File: src/rtl/reg_access_pkg.sv
// rtl/reg_access_pkg.sv - shared state encoding and bus width defaults for the register access path
package reg_access_pkg;

  localparam int REG_ADDR_W = 3;
  localparam int REG_DATA_W = 2;
  localparam int RD_CNT_W   = 3;

  typedef enum logic [1:0] {
    IDLE  = 2'd0,
    ISSUE = 2'd1,
    WAIT  = 2'd2,
    RESP  = 2'd3
  } state_t;

endpackage

File: src/rtl/reg_access_ctrl_if.sv
// rtl/reg_access_ctrl_if.sv - host command/response valid-ready channel of the register access sequencer
interface reg_access_ctrl_if #(
  parameter int ADDR_W = reg_access_pkg::REG_ADDR_W,
  parameter int DATA_W = reg_access_pkg::REG_DATA_W
);

  logic              CMD_VALID;
  logic              CMD_READY;
  logic              CMD_WRITE;
  logic [ADDR_W-1:0] CMD_ADDR;
  logic [DATA_W-1:0] CMD_WDATA;
  logic              RSP_VALID;
  logic              RSP_READY;
  logic [DATA_W-1:0] RSP_RDATA;
  logic              RSP_ERR;

  modport master (
    output CMD_VALID, CMD_WRITE, CMD_ADDR, CMD_WDATA, RSP_READY,
    input  CMD_READY, RSP_VALID, RSP_RDATA, RSP_ERR
  );

  modport slave (
    input  CMD_VALID, CMD_WRITE, CMD_ADDR, CMD_WDATA, RSP_READY,
    output CMD_READY, RSP_VALID, RSP_RDATA, RSP_ERR
  );

endinterface

File: src/rtl/reg_access_ctrl.sv
// rtl/reg_access_ctrl.sv - single-outstanding command sequencer driving the 2-bit register block
// Optional unmapped-address rejection is enabled by defining REG_ACCESS_ADDR_CHECK_EN.
module reg_access_ctrl
  import reg_access_pkg::*;
#(
  parameter int ADDR_W   = REG_ADDR_W,
  parameter int DATA_W   = REG_DATA_W,
  parameter int RD_LAT   = 1,
  parameter int NUM_REGS = 1
) (
  input  logic              CLK,
  input  logic              RST_N,
  reg_access_ctrl_if.slave  host,
  output logic              WRITE,
  output logic              READ,
  output logic [ADDR_W-1:0] ADDR,
  output logic [DATA_W-1:0] WRITE_DATA,
  input  logic [DATA_W-1:0] READ_DATA
);

  state_t              state_q,     state_d;
  logic [RD_CNT_W-1:0] cnt_q,       cnt_d;
  logic                is_wr_q,     is_wr_d;
  logic                cmd_ready_q, cmd_ready_d;
  logic                rsp_valid_q, rsp_valid_d;
  logic [DATA_W-1:0]   rsp_rdata_q, rsp_rdata_d;
  logic                rsp_err_q,   rsp_err_d;
  logic                write_q,     write_d;
  logic                read_q,      read_d;
  logic [ADDR_W-1:0]   addr_q,      addr_d;
  logic [DATA_W-1:0]   wdata_q,     wdata_d;
  logic                addr_err;

  always_comb begin
`ifdef REG_ACCESS_ADDR_CHECK_EN
    addr_err = (int'(host.CMD_ADDR) >= NUM_REGS);
`else
    addr_err = 1'b0;
`endif
  end

  always_comb begin
    state_d     = state_q;
    cnt_d       = cnt_q;
    is_wr_d     = is_wr_q;
    cmd_ready_d = cmd_ready_q;
    rsp_valid_d = rsp_valid_q;
    rsp_rdata_d = rsp_rdata_q;
    rsp_err_d   = rsp_err_q;
    addr_d      = addr_q;
    wdata_d     = wdata_q;
    write_d     = 1'b0;
    read_d      = 1'b0;

    case (state_q)
      IDLE: begin
        cmd_ready_d = 1'b1;
        if (host.CMD_VALID && cmd_ready_q) begin
          addr_d      = host.CMD_ADDR;
          wdata_d     = host.CMD_WDATA;
          is_wr_d     = host.CMD_WRITE;
          cmd_ready_d = 1'b0;
          rsp_err_d   = addr_err;
          if (addr_err) begin
            // Rejected commands skip the register block entirely.
            state_d     = RESP;
            rsp_valid_d = 1'b1;
            rsp_rdata_d = '0;
          end else begin
            state_d = ISSUE;
            write_d = host.CMD_WRITE;
            read_d  = !host.CMD_WRITE;
          end
        end
      end
      ISSUE: begin
        if (is_wr_q) begin
          state_d     = RESP;
          rsp_valid_d = 1'b1;
          rsp_rdata_d = '0;
        end else if (RD_LAT == 0) begin
          state_d     = RESP;
          rsp_valid_d = 1'b1;
          rsp_rdata_d = READ_DATA;
        end else begin
          state_d = WAIT;
          cnt_d   = RD_CNT_W'(RD_LAT - 1);
        end
      end
      WAIT: begin
        if (cnt_q == '0) begin
          state_d     = RESP;
          rsp_valid_d = 1'b1;
          rsp_rdata_d = READ_DATA;
        end else begin
          cnt_d = cnt_q - 1'b1;
        end
      end
      RESP: begin
        if (host.RSP_READY) begin
          // Raising ready here lets the next command land in the first IDLE cycle.
          state_d     = IDLE;
          rsp_valid_d = 1'b0;
          cmd_ready_d = 1'b1;
        end
      end
      default: state_d = IDLE;
    endcase
  end

  always_ff @(posedge CLK or negedge RST_N) begin
    if (!RST_N) begin
      state_q     <= IDLE;
      cnt_q       <= '0;
      is_wr_q     <= 1'b0;
      cmd_ready_q <= 1'b0;
      rsp_valid_q <= 1'b0;
      rsp_rdata_q <= '0;
      rsp_err_q   <= 1'b0;
      write_q     <= 1'b0;
      read_q      <= 1'b0;
      addr_q      <= '0;
      wdata_q     <= '0;
    end else begin
      state_q     <= state_d;
      cnt_q       <= cnt_d;
      is_wr_q     <= is_wr_d;
      cmd_ready_q <= cmd_ready_d;
      rsp_valid_q <= rsp_valid_d;
      rsp_rdata_q <= rsp_rdata_d;
      rsp_err_q   <= rsp_err_d;
      write_q     <= write_d;
      read_q      <= read_d;
      addr_q      <= addr_d;
      wdata_q     <= wdata_d;
    end
  end

  assign host.CMD_READY = cmd_ready_q;
  assign host.RSP_VALID = rsp_valid_q;
  assign host.RSP_RDATA = rsp_rdata_q;
  assign host.RSP_ERR   = rsp_err_q;
  assign WRITE          = write_q;
  assign READ           = read_q;
  assign ADDR           = addr_q;
  assign WRITE_DATA     = wdata_q;

endmodule

File: src/flat_wrapper.sv
// flat-port wrapper written by rule: the top's interface ports become plain ports
module reg_access_ctrl_flat import reg_access_pkg::*;
#(
  parameter int ADDR_W   = REG_ADDR_W,
  parameter int DATA_W   = REG_DATA_W,
  parameter int RD_LAT   = 1,
  parameter int NUM_REGS = 1
)
  (CLK, RST_N, WRITE, READ, ADDR, WRITE_DATA, READ_DATA, host_CMD_VALID, host_CMD_WRITE, host_CMD_ADDR, host_CMD_WDATA, host_RSP_READY, host_CMD_READY, host_RSP_VALID, host_RSP_RDATA, host_RSP_ERR);
  reg_access_ctrl_if #(.ADDR_W(ADDR_W), .DATA_W(DATA_W)) host_i ();
  input  logic CLK;
  input  logic RST_N;
  output logic WRITE;
  output logic READ;
  output logic [ADDR_W-1:0] ADDR;
  output logic [DATA_W-1:0] WRITE_DATA;
  input  logic [DATA_W-1:0] READ_DATA;
  input wire logic [$bits(host_i.CMD_VALID)-1:0] host_CMD_VALID;
  input wire logic [$bits(host_i.CMD_WRITE)-1:0] host_CMD_WRITE;
  input wire logic [$bits(host_i.CMD_ADDR)-1:0] host_CMD_ADDR;
  input wire logic [$bits(host_i.CMD_WDATA)-1:0] host_CMD_WDATA;
  input wire logic [$bits(host_i.RSP_READY)-1:0] host_RSP_READY;
  output wire logic [$bits(host_i.CMD_READY)-1:0] host_CMD_READY;
  output wire logic [$bits(host_i.RSP_VALID)-1:0] host_RSP_VALID;
  output wire logic [$bits(host_i.RSP_RDATA)-1:0] host_RSP_RDATA;
  output wire logic [$bits(host_i.RSP_ERR)-1:0] host_RSP_ERR;
  assign host_i.CMD_VALID = host_CMD_VALID;
  assign host_i.CMD_WRITE = host_CMD_WRITE;
  assign host_i.CMD_ADDR = host_CMD_ADDR;
  assign host_i.CMD_WDATA = host_CMD_WDATA;
  assign host_i.RSP_READY = host_RSP_READY;
  assign host_CMD_READY = host_i.CMD_READY;
  assign host_RSP_VALID = host_i.RSP_VALID;
  assign host_RSP_RDATA = host_i.RSP_RDATA;
  assign host_RSP_ERR = host_i.RSP_ERR;
  reg_access_ctrl #(.ADDR_W(ADDR_W), .DATA_W(DATA_W), .RD_LAT(RD_LAT), .NUM_REGS(NUM_REGS)) u_core (.CLK(CLK), .RST_N(RST_N), .host(host_i), .WRITE(WRITE), .READ(READ), .ADDR(ADDR), .WRITE_DATA(WRITE_DATA), .READ_DATA(READ_DATA));
endmodule
File: config.mk
export PLATFORM = sky130hd
export DESIGN_NAME = reg_access_ctrl_flat
export DESIGN_NICKNAME = d
export VERILOG_FILES = /design/src/rtl/reg_access_pkg.sv /design/src/rtl/reg_access_ctrl_if.sv /design/src/rtl/reg_access_ctrl.sv /design/src/flat_wrapper.sv
export SDC_FILE = /design/constraint.sdc
export NUM_CORES = 1
export LEC_CHECK = 0
export BUFFER_PORTS_ARGS = -buffer_cell sky130_fd_sc_hd__buf_2
export CORE_MARGIN = 5
export CORE_UTILIZATION = 50
export DETAILED_ROUTE_END_ITERATION = 12
export MAX_ROUTING_LAYER = met4
export PLACE_DENSITY = 0.76
export SLEW_MARGIN = 0
export SYNTH_ARGS = -nofsm -noshare
export SYNTH_HDL_FRONTEND = slang
export SYNTH_SLANG_ARGS = --single-unit
File: constraint.sdc
create_clock -name CLK -period 2.2 [get_ports CLK]
set_clock_uncertainty 0.2 [all_clocks]
set_input_delay 0.44 -clock CLK [delete_from_list [all_inputs] [get_ports CLK]]
set_output_delay 0.44 -clock CLK [all_outputs]
set_load 0.01 [all_outputs]
# After elaboration in Yosys (flattened, before gate mapping)
# Cells that the tools add are included.
# Widths: inputs -> output; s select.
[totals]
regBits = 17
input_bits = 12
out_inout_bits = 12
elab_cells = 55
[classes]
n_addsub = 1
n_eq_ne = 9
n_mux = 22
bitwise = 1
reduce_logical = 12
[op_table]
columns = ["op", "n"]
rows = [
  ["$mux 1", 10],
  ["$mux 2", 5],
  ["$reduce_and 3->1", 3],
  ["$pmux 2 s4", 1],
  ["$mux 3", 2],
  ["$ne 2x1->1 const B", 3],
  ["$ne 2x2->1 const B", 3],
  ["$pmux 3 s2", 1],
  ["$eq 2x2->1 const B", 2],
  ["$pmux 2 s2", 1],
  ["$reduce_and 2->1", 2],
  ["$reduce_and 4->1", 1],
  ["$reduce_bool 2->1", 2],
  ["$logic_not 3->1", 1],
  ["$pmux 1 s3", 1],
  ["$sub 3x1->3 const B", 1],
  ["$eq 2x1->1 const B", 1],
  ["$logic_not 2->1", 1],
  ["$pmux 1 s2", 1],
  ["$logic_and 1x1->1", 1],
  ["$logic_not 1->1", 1],
  ["$not 1->1", 1],
]

# Longest topological paths before layout
[depth]
word_depth = 3
ltp_mapped = 6
depth_no_buf = 5

# Least setup slack after synthesis
# Ideal clock, no wire load.
[synth_path]
kind = "register -> register"
start = "reg u_core.state_q[1]"
end = "reg u_core.cnt_q[2]"
setup_ns = 0.080
t_arrival_ns = 1.541
slack_ns = 0.379
path_stages_with_launch = 6
path_buffers = 0
cell_sequence = "dfrtp_1 -> inv_1 -> ha_1 -> a21bo_1 -> or4b_1 -> o211ai_2"
[synth_via]
elab_chain_cells = 3
[synth_rtl]
columns = ["item", "line_no", "source"]
rows = [
  ["from (decl)", "reg_access_ctrl.sv:21", "state_t state_q, state_d;"],
  ["from (signal assigned)", "reg_access_ctrl.sv:125", "state_q <= state_d;"],
  ["$eq 2x2->1 or $eq 2x1->1 (tied branches)", "reg_access_ctrl.sv:55", "case (state_q)"],
  ["$ne 2x2->1 (no source line) or $reduce_bool 2->1 (tied branches)", "-", ""],
  ["$reduce_and 3->1 (no source line)", "-", ""],
  ["to (signal assigned)", "reg_access_ctrl.sv:126", "cnt_q <= cnt_d;"],
  ["to (decl)", "reg_access_ctrl.sv:22", "logic [RD_CNT_W-1:0] cnt_q, cnt_d;"],
]
# Several ways; a longest one is shown, not always the timed one.
# A chain may end at the register's enable or synchronous reset.

# Worst setup path after layout
# Ends and elaborated chain as after synthesis.

==> results.yml <==
clock_tree:
  clk_latency_ns: 0.29
  post_cts_resized: 0
  cts_tree: "done"
  clock-sinks: 17
  cts_max_path_buffers: 2
  clk_root_buffer_cell: "clkbuf_4"
  clkTransAtPathRegs_ns: 0.10
  h-tree-depth: 1
  cts_buffers: 3
die:
  start_util_pct: 52.6
  core_um2: 1730
  rows: 15
  die_h_um: 52.6
  top_level_ports: 24
  die_w_um: 52.6
  dieArea_um2: 2770
sta:
  relSlewSlack_pct: 67.4
  setup-violations-final: 0
  final_max_slew_viol_count: 0
  holdWs_ns: 0.0972
  fmax_mhz: 513
  rsz0062_at_grt: "no"
  fin_crit_ns: 1.95
  layout_setup_ws_ns: 0.252
  finalCritPeriodShare_pct: 88.5
  tns_ns: 0
  worst_pin_slew_ns: 0.476
  finalHoldViolCount: 0
cells_and_area:
  finalNetCount: 125
  syn2layout_area_growth_pct: 18.3
  final_cell_area_um2: 1070
  drive_gt1_share_pct: 35.6
  num_antenna_cells: 0
place:
  port_buffers: 22
  post_dp_cell_area_um2: 1040
  hpwl_um: 1230
  place_ws_ns: 0.263
  globalplace.congestion: 0.734
critical_path:
  endpoint_kind: "flop"
  r2r-end: "u_core.cnt_q[2]"
  crit_required_ns: 2.22
  endpoint: "u_core.cnt_q[2]"
  start_kind: "flop"
  rrSetupSlack_ns: 0.25
  arrival_ns: 1.97
  criticalPathCategory: "flop to flop"
  critPathLaunch: "u_core.state_q[1]"
  r2r_start: "u_core.state_q[1]"
  worstPathMaxFanout: 6
  reg2regPathDepth: 5
detailed_routing:
  routedWlPerCell_um: 12.3
  antenna_left: 0
  via_per_inst: 4.88
  dr.pass1.iters: 4
  drc: 0
  drt-total-wl_um: 1580
  drt_iter0_markers: 14
  num_vias: 630
synth:
  syn_inst: 79
  synth_ff_type: "dfrtp_1"
  synth_seq_cells: 17
  synth.area.top_cells: "dfrtp_1 47%, ha_1 11%, mux2_2 7.4%, mux2i_1 5.5%, inv_1 3.3%"
  synth_area_um2: 908
  synth_edf_count: 0
  avgSynthCellArea_um2: 11.5
  synth_cell_types: 26
  yosysMostFrequentCell: "dfrtp_1"
  synth_top_cell_by_area: "dfrtp_1"
  yosysTopAreaCellShare_pct: 46.8
  synth_common_cells: "17 x dfrtp_1, 8 x ha_1, 8 x inv_1, 7 x nand2_1, 6 x mux2_2"
  ys_seq_area_share_pct: 46.8
  ys_warn_count: 0
  syn_nets: 99
  async_flop_share_pct: 100
flow_run:
  maxCapViolCount: 0
pwr:
  powerDensity_nw_per_um2: 1410
  p_leak_nw: 0.555
  power_mw: 1.52
  vdd_drop_max_v: 0.000983
global_route:
  grt_pass1_vias: 604
  grtUsageTotal_pct: 13.1
  grt_max_degree: 18
  grt_pass1_wl_um: 2550
  overflow: 0
  grt_antenna_before_repair: 0
run_status:
  status: "finished, final reports clean"
min_path:
  hold_path_depth: 2
  hp-start: "host_CMD_WRITE"
  hold_class: "input port to flop"
==> logic make-up (layout without fill, tap and decap cells) <==
| logic type | Yosys count | after routing | share of synthesized area, % |
|---|---|---|---|
| adder cells (fa/ha/maj) | 8 | 8 | 11.0 |
| multiplexers | 11 | 11 | 12.9 |
| AO/OA/AOI/OAI | 12 | 12 | 12.1 |
| flip-flops | 17 | 17 | 46.8 |
| other | 1 | 1 | 0.413 |
| buffers and inverters | 10 | 35 | 4.68 |
| AND/OR/NAND/NOR | 20 | 20 | 12.0 |
==> final cells by class <==
| class | count | area [um^2] |
|---|---|---|
| Clock inverter | 1 | 5.00 |
| Clock buffer | 3 | 22.5 |
| Sequential cell | 17 | 425 |
| Fill cell | 138 | 652 |
| Timing Repair Buffer | 23 | 120 |
| Inverter | 8 | 30.0 |
| Tap cell | 25 | 31.3 |
| Multi-Input combinational cell | 52 | 440 |
==> metal layers <==
layer,global-route usage [%],share of wire [%],vias up
met2,20.7,50,11
met4,6.38,2.1,0
met5,-,0,-
li1,-,-,314
met3,2.56,3.8,4
met1,16.0,44,301
==> cells in the final DEF, fill, tap and decap left out, drive strengths merged <==
cell / Yosys / layout
buf: 1 / 22
dfrtp: 17 / 17
inv: 8 / 8
ha: 8 / 8
nand2: 7 / 7
mux2: 6 / 6
mux2i: 5 / 5
nor2: 4 / 4
o21ai: 3 / 3
clkbuf: 1 / 3
nand3: 2 / 2
nor2b: 2 / 2
a211oi: 2 / 2
nand2b: 2 / 2
a2111oi: 2 / 2
a21o: 1 / 1
a21boi: 1 / 1
nor3b: 1 / 1
a2bb2oi: 1 / 1
nand3b: 1 / 1
a21bo: 1 / 1
or4b: 1 / 1
o211ai: 1 / 1
conb: 1 / 1
clkinv: 0 / 1
dlygate4sd3: 0 / 1
==> per-stage QoR <==
stage,util (%),std cells
after floorplan,-,79
after global placement,60.1,124
after detailed placement,60.1,124
after CTS,62.2,129
after global routing,62.2,129
final,62.2,129
==> critical path, cell delays in order (launching register included) <==
cell	delay [ns]
dfrtp_1	0.45
inv_1	0.11
ha_1	0.32
a21bo_1	0.21
or4b_1	0.52
o211ai_2	0.07
==> where the power goes <==
part,internal (mW),leakage [nW],switching [mW]
sequential,0.444,0.212,0.0822
clock,0.0677,0.0177,0.0986
combinational,0.400,0.326,0.423
total,0.911,0.555,0.604
==> sequential cells by signal, summed over array words and instances, names as in the netlist <==
| register | flops |
|---|---|
| u_core.ADDR | 3 |
| u_core.host.RSP_RDATA | 2 |
| u_core.host.RSP_VALID | 1 |
| u_core.READ | 1 |
| u_core.is_wr_q | 1 |
| u_core.host.CMD_READY | 1 |
| u_core.state_q | 2 |
| u_core.WRITE_DATA | 2 |
| u_core.cnt_q | 3 |
| u_core.WRITE | 1 |
==> how the worst min path moves through the flow <==
stage	slack, ns	endpoint
global route	0.09	u_core.READ
global placement	0.18	u_core.cnt_q[1]
finish	0.1	u_core.READ
detailed placement	0.18	u_core.cnt_q[1]
floorplan	-0.06	u_core.ADDR[0]
CTS	0.09	u_core.READ
==> timing repair <==
| action | CTS | global route |
|---|---|---|
| hold buffers | 1 | 0 |
| setup buffers | 0 | 0 |
| hold endpoints to repair | 17 | 0 |
Power figures use the tool's default switching activity.
